===== config.mk =====
export PLATFORM = sky130hd
export DESIGN_NAME = ahb_mem_port_arbiter
export DESIGN_NICKNAME = d
export VERILOG_FILES = /design/src/rtl/ahb_mem_port_arbiter_pkg.sv /design/src/rtl/ahb_arb_starve_cnt.sv /design/src/rtl/ahb_mem_port_arbiter.sv
export SDC_FILE = /design/constraint.sdc
export NUM_CORES = 1
export LEC_CHECK = 0
export CAP_MARGIN = 20
export CORE_AREA = 2 2 119 121
export DETAILED_ROUTE_END_ITERATION = 7
export DIE_AREA = 0 0 121 123
export PLACE_DENSITY = 0.62
export SLEW_MARGIN = 30
export SYNTH_ARGS = -nofsm -noshare
export SYNTH_HDL_FRONTEND = slang
export SYNTH_SLANG_ARGS = --single-unit

===== constraint.sdc =====
create_clock -name clk -period 3.7 [get_ports clk]
set_clock_uncertainty 0.1 [all_clocks]
set_input_delay 0.37 -clock clk [delete_from_list [all_inputs] [get_ports clk]]
set_output_delay 0.37 -clock clk [all_outputs]
set_load 0.03 [all_outputs]

===== src/rtl/ahb_mem_port_arbiter_pkg.sv =====
// Shared AHB-Lite codes and owner encodings for the fetch/LSU memory-port arbiter.
package ahb_mem_port_arbiter_pkg;

  localparam logic [1:0] HTRANS_IDLE   = 2'b00;
  localparam logic [1:0] HTRANS_NONSEQ = 2'b10;

  localparam logic HRESP_OKAY  = 1'b0;
  localparam logic HRESP_ERROR = 1'b1;

  typedef enum logic [1:0] {
    OWNER_NONE = 2'd0,
    OWNER_I    = 2'd1,
    OWNER_D    = 2'd2
  } owner_e;

  typedef enum logic {
    MST_I = 1'b0,
    MST_D = 1'b1
  } master_e;

  // NONSEQ and SEQ both carry a real transfer; IDLE and BUSY do not.
  function automatic logic is_active(input logic [1:0] htrans);
    return htrans[1];
  endfunction

endpackage


===== src/rtl/ahb_arb_starve_cnt.sv =====
// Counts LSU address phases won while fetch waits; forces fetch through at STARVE_MAX.
module ahb_arb_starve_cnt
  import ahb_mem_port_arbiter_pkg::*;
#(
  parameter int STARVE_MAX = 4,
  parameter int CNT_W      = 3
) (
  input  logic             clk,
  input  logic             rst,
  input  logic             req_i,
  input  logic             acc_i,
  input  logic             acc_d,
  output logic             force_i,
  output logic [CNT_W-1:0] starve_cnt
);

  localparam logic [CNT_W-1:0] CNT_MAX = CNT_W'(STARVE_MAX);

  always_ff @(posedge clk) begin
    if (rst) begin
      starve_cnt <= '0;
    end else if (!req_i || acc_i) begin
      starve_cnt <= '0;
    end else if (acc_d && (starve_cnt != CNT_MAX)) begin
      starve_cnt <= starve_cnt + 1'b1;
    end
  end

  assign force_i = req_i && (starve_cnt == CNT_MAX);

endmodule


===== src/rtl/ahb_mem_port_arbiter.sv =====
// Two-master (fetch, LSU) to one-slave AHB-Lite arbiter with zero added latency.
// Address-phase grant and data-phase ownership are tracked separately so pipelining is preserved.
module ahb_mem_port_arbiter
  import ahb_mem_port_arbiter_pkg::*;
#(
  parameter int AW         = 32,
  parameter int DW         = 32,
  parameter int STARVE_MAX = 4,
  parameter int CNT_W      = 3
) (
  input  logic          clk,
  input  logic          rst,

  input  logic [AW-1:0] i_haddr,
  input  logic [1:0]    i_htrans,
  input  logic [2:0]    i_hsize,
  input  logic [2:0]    i_hburst,
  input  logic [3:0]    i_hprot,
  output logic [DW-1:0] i_hrdata,
  output logic          i_hready,
  output logic          i_hresp,

  input  logic [AW-1:0] d_haddr,
  input  logic [1:0]    d_htrans,
  input  logic          d_hwrite,
  input  logic [2:0]    d_hsize,
  input  logic [2:0]    d_hburst,
  input  logic [3:0]    d_hprot,
  input  logic [DW-1:0] d_hwdata,
  output logic [DW-1:0] d_hrdata,
  output logic          d_hready,
  output logic          d_hresp,

  output logic [AW-1:0] m_haddr,
  output logic [1:0]    m_htrans,
  output logic          m_hwrite,
  output logic [2:0]    m_hsize,
  output logic [2:0]    m_hburst,
  output logic [3:0]    m_hprot,
  output logic [DW-1:0] m_hwdata,
  input  logic [DW-1:0] m_hrdata,
  input  logic          m_hready,
  input  logic          m_hresp,
  output logic          m_hmaster
);

  logic       req_i;
  logic       req_d;
  master_e    gnt;
  master_e    park_q;
  logic       lock_q;
  owner_e     dp_owner;
  logic       gnt_i;
  logic       gnt_d;
  logic       gnt_act;
  logic       acc_i;
  logic       acc_d;
  logic       force_i;
  logic [CNT_W-1:0] starve_cnt;

  assign req_i = is_active(i_htrans);
  assign req_d = is_active(d_htrans);

  ahb_arb_starve_cnt #(
    .STARVE_MAX (STARVE_MAX),
    .CNT_W      (CNT_W)
  ) u_starve (
    .clk        (clk),
    .rst        (rst),
    .req_i      (req_i),
    .acc_i      (acc_i),
    .acc_d      (acc_d),
    .force_i    (force_i),
    .starve_cnt (starve_cnt)
  );

  // A stalled address phase keeps its grant; otherwise LSU wins unless fetch is starved.
  always_comb begin
    gnt = park_q;
    if (lock_q) begin
      gnt = park_q;
    end else if (req_i && (force_i || !req_d)) begin
      gnt = MST_I;
    end else if (req_d) begin
      gnt = MST_D;
    end
  end

  assign gnt_i   = (gnt == MST_I);
  assign gnt_d   = (gnt == MST_D);
  assign gnt_act = gnt_d ? req_d : req_i;
  assign acc_i   = gnt_i & req_i & m_hready;
  assign acc_d   = gnt_d & req_d & m_hready;

  assign m_hmaster = gnt_d;
  assign m_haddr   = gnt_d ? d_haddr  : i_haddr;
  assign m_hsize   = gnt_d ? d_hsize  : i_hsize;
  assign m_hburst  = gnt_d ? d_hburst : i_hburst;
  assign m_hprot   = gnt_d ? d_hprot  : i_hprot;
  assign m_htrans  = gnt_act ? (gnt_d ? d_htrans : i_htrans) : HTRANS_IDLE;
  assign m_hwrite  = d_hwrite & gnt_d;
  assign m_hwdata  = (dp_owner == OWNER_D) ? d_hwdata : '0;

  always_ff @(posedge clk) begin
    if (rst) begin
      park_q   <= MST_I;
      lock_q   <= 1'b0;
      dp_owner <= OWNER_NONE;
    end else begin
      park_q <= gnt;
      lock_q <= m_hready ? 1'b0 : (lock_q | gnt_act);
      if (m_hready) begin
        if (!gnt_act) begin
          dp_owner <= OWNER_NONE;
        end else if (gnt_d) begin
          dp_owner <= OWNER_D;
        end else begin
          dp_owner <= OWNER_I;
        end
      end
    end
  end

  // A master that owns the data phase but also loses a new request must stall on both.
  always_comb begin
    if (dp_owner == OWNER_I) begin
      i_hready = m_hready & (~req_i | gnt_i);
    end else if (req_i) begin
      i_hready = gnt_i & m_hready;
    end else begin
      i_hready = 1'b1;
    end

    if (dp_owner == OWNER_D) begin
      d_hready = m_hready & (~req_d | gnt_d);
    end else if (req_d) begin
      d_hready = gnt_d & m_hready;
    end else begin
      d_hready = 1'b1;
    end
  end

  assign i_hrdata = (dp_owner == OWNER_I) ? m_hrdata : '0;
  assign d_hrdata = (dp_owner == OWNER_D) ? m_hrdata : '0;
  assign i_hresp  = (dp_owner == OWNER_I) ? m_hresp : HRESP_OKAY;
  assign d_hresp  = (dp_owner == OWNER_D) ? m_hresp : HRESP_OKAY;

endmodule

# Word level (Yosys, flattened, before mapping)
# Index checks and enable logic that the tools add are counted.
dict set report totals {
  register_bits 7
  latch_bits 0
  ramBits 0
  romBits 0
  input_bits 157
  out_inout_bits 146
  wordCells 54
  mem_count 0
}
dict set report op_classes {
  addsub 1
  n_mul 0
  n_div 0
  order_cmp 0
  eq_ne 4
  n_shift 0
  n_mux 21
  n_bitwise 15
  n_reduce_logical 9
}
# operator count
set ops {}
lappend ops {{$mux 32} 4}
lappend ops {{$mux 1} 10}
lappend ops {{$and 1x1->1} 9}
lappend ops {{$mux 2} 4}
lappend ops {{$mux 3} 2}
lappend ops {{$mux 4} 1}
lappend ops {{$reduce_or 2->1} 2}
lappend ops {{$add 3x1->3 const B} 1}
lappend ops {{$eq 3x3->1 const B} 1}
lappend ops {{$logic_and 1x1->1} 3}
lappend ops {{$ne 3x3->1 const B} 1}
lappend ops {{$not 1->1} 3}
lappend ops {{$or 1x1->1} 3}
lappend ops {{$eq 2x1->1 const B} 1}
lappend ops {{$eq 2x2->1 const B} 1}
lappend ops {{$logic_not 1->1} 2}
lappend ops {{$logic_or 1x1->1} 2}

# Logic depth before layout (Yosys ltp)
# Gate-level depths: netlist of the first run.
dict set report logic_depth {
  word_depth 11
  mapped_depth 7
  ltp_nobuf 6
}

# Cells and area by module
# Synthesis of the first run repeated with hierarchy kept, for this count alone.
dict set report unflattened {
  cells_unflattened 205
  hier_area_um2 1644.1
}
# mod n_inst cells_per_inst area_per_inst_um2 seq_area_each_um2
set modules_own_cells {}
lappend modules_own_cells {ahb_mem_port_arbiter 1 186 1440.1 80.1}
lappend modules_own_cells {ahb_arb_starve_cnt 1 19 203.9 60.1}

# Least setup slack after synthesis of the first run
# No wires, ideal clock.
dict set report synth_path {
  path_kind {register to output}
  from {reg u_starve.starve_cnt[0]}
  to {out i_hready}
  arrival_ps 1901
  slack_ps 1329
  stages_incl_launch_ff 8
  path_buffers 1
  path_cell_list {dfxtp_1 inv_1 ha_1 a21boi_2 o22ai_2 buf_2 inv_2 a21boi_0}
}
dict set report synth_via {
  elab_chain_len 10
}
# element line_no
set synth_lines {}
lappend synth_lines {{from (decl)} ahb_arb_starve_cnt.sv:14} ;# output logic [CNT_W-1:0] starve_cnt
lappend synth_lines {{from (signal assigned)} ahb_arb_starve_cnt.sv:25} ;# starve_cnt <= starve_cnt + 1'b1;
lappend synth_lines {{$eq 3x3->1 *} ahb_arb_starve_cnt.sv:29} ;# assign force_i = req_i && (starve_cnt == CNT_MAX);
lappend synth_lines {{$logic_and 1x1->1 *} ahb_arb_starve_cnt.sv:29}
lappend synth_lines {{$logic_or 1x1->1 *} ahb_mem_port_arbiter.sv:82} ;# end else if (req_i && (force_i || !req_d)) begin
lappend synth_lines {{$logic_and 1x1->1 *} ahb_mem_port_arbiter.sv:82}
lappend synth_lines {{$mux 1 *} ahb_mem_port_arbiter.sv:82}
lappend synth_lines {{$mux 1 *} ahb_mem_port_arbiter.sv:80} ;# if (lock_q) begin
lappend synth_lines {{via m_hmaster} ahb_mem_port_arbiter.sv:44} ;# output logic m_hmaster
lappend synth_lines {{$not 1->1 *} ahb_mem_port_arbiter.sv:89} ;# assign gnt_i = (gnt == MST_I);
lappend synth_lines {{$and 1x1->1 / $or 1x1->1 (equally long branches)} {ahb_mem_port_arbiter.sv:129, ahb_mem_port_arbiter.sv:127}}
lappend synth_lines {{$mux 1 / $and 1x1->1 (equally long branches)} {ahb_mem_port_arbiter.sv:128, ahb_mem_port_arbiter.sv:127}}
lappend synth_lines {{$mux 1 *} ahb_mem_port_arbiter.sv:126} ;# if (dp_owner == OWNER_I) begin
lappend synth_lines {{to (decl)} ahb_mem_port_arbiter.sv:20} ;# output logic i_hready,
# The timed path passes the listed nets; every way through them passes the cells marked *.

# Worst setup path after layout of the first run
dict set report layout_path {
  from {in d_htrans[1]}
  to {out m_haddr[11]}
}
dict set report layout_via {
  elab_chain_len 6
}
# element line_no
set layout_lines {}
lappend layout_lines {{from (decl)} ahb_mem_port_arbiter.sv:24} ;# input logic [1:0] d_htrans,
lappend layout_lines {{$logic_not 1->1} ahb_mem_port_arbiter.sv:82}
lappend layout_lines {{$logic_or 1x1->1} ahb_mem_port_arbiter.sv:82}
lappend layout_lines {{$logic_and 1x1->1} ahb_mem_port_arbiter.sv:82}
lappend layout_lines {{$mux 1 *} ahb_mem_port_arbiter.sv:82}
lappend layout_lines {{$mux 1 *} ahb_mem_port_arbiter.sv:80}
lappend layout_lines {{$mux 32 *} ahb_mem_port_arbiter.sv:96} ;# assign m_haddr = gnt_d ? d_haddr : i_haddr;
lappend layout_lines {{to (decl)} ahb_mem_port_arbiter.sv:34} ;# output logic [AW-1:0] m_haddr,
# Every way passes the cells marked *; elsewhere a longest branch is shown, timed or not.

==> impl_metrics.yaml, run 1 <==
cts:
  h-tree-depth: 1
  cts.clk_slew.worst_paths_ns: 0.04
  cts.repair.resized: 0
  postCtsHoldBufs: 0
  clock_path_buffers: 2
  clock_latency_ns: 0.24
  cts_root_buf: "clkbuf_16"
  cts_inserted_buffers: 3
  cts_tree: "yes"
  cts_post_setup_buffers_inserted: 0
  cts_sinks: 7
synthesis:
  syn_area_per_cell_um2: 7.823
  synthCells: 206
  synth_flop_cell: "dfxtp_1"
  synth_nets: 365
  yosysUniqueCellTypes: 29
  synth_xor_xnor_area_share: 0
  ys_seq_area_frac: 0.08696
  syn-cell-area_um2: 1612
  synthMuxAreaShare: 0.3067
  synth-edff-count: 0
  yosys_register_bits: 7
  synth_compound_area_frac: 0.08929
  synth_top_family_by_area: "simple AND/OR/NAND/NOR gates"
  synthAdderAreaFrac: 0.01553
  yosys.area_share.simple: 0.4480
  synth-async-reset-ratio: 0
  yosysWarnings: 0
critical_path:
  path_cells: "clkdlybuf4s50_1 -> a21boi_2 -> o22ai_4 -> buf_12 -> mux2_2 -> clkdlybuf4s50_1"
  endpoint_kind: "output pin"
  reg2reg_slack_ns: 1.88
  worstPathMaxFanout: 21
  worstSetupStartpointType: "primary input"
  cp_data_arrival_time_ns: 2.85
  slowest_delay_ns: 0.60
  timing.rr.end: "u_starve.starve_cnt[2]$_SDFFE_PP0P_"
  ff2ff_path_depth: 5
  crit_top_cell: "clkdlybuf4s50_1"
  cp.required_ns: 3.23
  worstReg2RegStart: "u_starve.starve_cnt[0]$_SDFFE_PP0P_"
  critPathKind: "in -> out"
  slowest_stage: "clkdlybuf4s50_1"
power:
  finalPower_uw: 941.6
  cellPowerDensity_nw_per_um2: 189.9
  ir_worst_vdd_uv: 103.8
  p_leak_nw: 1.846
die:
  ios: 303
  fp-row-count: 43
  die_h_um: 123
  dieArea_um2: 14880
  initial_core_util: 0.1184
  core_area_um2: 13610
  die_x_um: 121
outcome:
  status: "complete, no violations"
finish:
  final_cell_area_um2: 4959
  nNetsFinal: 662
  multiInputGateArea_um2: 1403
  regArea_um2: 140.1
  n_fill_cell: 1362
  area.growth.synth_to_final_pct: 207.7
  num_antenna_cells: 0
  drive_gt1_frac: 0.1135
detailed_routing:
  m1WireLength_um: 3802
  routed_wl_um: 9774
  drt-wirelength-per-cell_um: 14.33
  drt-pass1-iter-count: 4
  ant_nets: 0
  drt_iter0_markers: 50
  route.detailed.drc: 0
  highest_layer: "met4"
  via_count: 2588
  viasPerCell: 3.795
  met2WireLength_um: 4973
  met3WireLength_um: 880
global_routing:
  grt_use_total: 0.1167
  antenna_found_initial: 0
  grt_pass1_vias: 2721
  grt_max_degree: 66
  grt_pass1_wl_um: 13870
  grt_overflow: 0
min_path:
  min_path_cells: 2
  min_from: "dp_owner[1]$_SDFFE_PP0P_"
  min_to: "dp_owner[1]$_SDFFE_PP0P_"
  hold_path.class: "reg -> reg"
place:
  dpl_worst_slack_ns: 0.3866
  io_buffers: 302
  dp_hpwl_um: 8357
  place_congestion: 0.7745
  dpl_cell_area_um2: 4880
timing:
  fin_crit_ns: 3.321
  fin_ws_ns: 0.3794
  drv_slew: 0
  fin_tns_setup_ns: 0
  finalCritPeriodShare: 0.8974
  finalHoldViolations: 0
  worst_pin_slew_ns: 0.5922
  rsz0062_at_grt: "false"
  slew_headroom: 0.6052
  setup_viol: 0
  timing.fmax_ghz: 0.3012
run:
  maxCapViolations: 0
[metrics by stage]
| stage | hold WS, ns | cells | utilization |
|---|---|---|---|
| floorplan | 0.3424 | 206 | - |
| global placement | 0.4059 | 678 | 0.3585 |
| detailed placement | 0.4195 | 678 | 0.3585 |
| CTS | 0.4293 | 682 | 0.3643 |
| global route | 0.4503 | 682 | 0.3643 |
| finish | 0.4275 | 682 | 0.3643 |
[cell usage in the layout, fill, tap and decap left out, types with 3 or more instances in the layout]
master           netlist  routed
and2_1                99      99
clkdlybuf4s50_1        0     302
mux2_2                39      39
mux2_1                 4       4
dfxtp_1                7       7
clkbuf_16              0       3
buf_4                  0       4
o31ai_1                4       4
inv_1                  4       4
nand2_1                5       5
[registers in the layout (all words and copies together) (netlist names)]
signal               count
dp_owner                 2
lock_q                   1
park_q                   1
u_starve.starve_cnt      3
[worst max-delay path: cells and delay by family]
kind	cells	cell delay (ns)
compound gates	2	0.71
buf+inv	3	1.41
mux	1	0.34
[report_power, final]
group          switching (mW)  total, mW  internal [mW]
Clock                  0.0479      0.192          0.144
Sequential            0.00306     0.0818         0.0788
Combinational           0.303      0.668          0.365
[final cells by class]
class                   instances  area share
repair buffers                308      0.6238
inverters                       5    0.003785
flip-flops and latches          7     0.02826
well taps                     180     0.04542
multi-input cells             178      0.2829
clock buffers                   4     0.01590
[worst max path at each step]
stage,from,endpoint,slack [ns]
floorplan,u_starve.starve_cnt[0]$_SDFFE_PP0P_,i_hready,1.33
global placement,d_htrans[1],m_haddr[19],0.44
detailed placement,d_htrans[1],m_haddr[13],0.39
CTS,d_htrans[1],m_haddr[13],0.37
global route,d_htrans[1],m_haddr[9],0.25
finish,d_htrans[1],m_haddr[11],0.38
[cells in the mapped netlist, types with 2 or more instances]
cell type  instances  share of area
mux2_2            39           0.27
buf_2              6          0.019
nor2b_1            4          0.016
a221oi_2           2          0.019
ha_1               2          0.016
a21boi_0           2         0.0093
o31ai_1            4          0.019
clkbuf_1          10          0.023
inv_1              4         0.0093
nand2_1            5          0.012
mux2_1             4          0.028
dfxtp_1            7          0.087
o21ai_0            2         0.0062
nor3_1             2         0.0062
and2_1            99           0.38
[cell families after synthesis]
kind of cell               after synthesis
muxes                                   44
DFF                                      7
and+or+nand+nor                        117
adders and majority gates                2
AOI/OAI and AO/OA                       15
buffers and inverters                   21
[per-layer routing]
layer,vias to the layer above,GRT usage
met5,-,0
met4,0,0.02398
met3,11,0.03367
met2,144,0.2114
met1,1152,0.1367
li1,1281,-
(Power assumes the default switching activity.)
==> run 2: changes to the inputs <==
Settings changed: ABC_AREA set to 0.
==> results of run 2 <==
The final DEF is identical to that of run 1; final timing and power are the same.
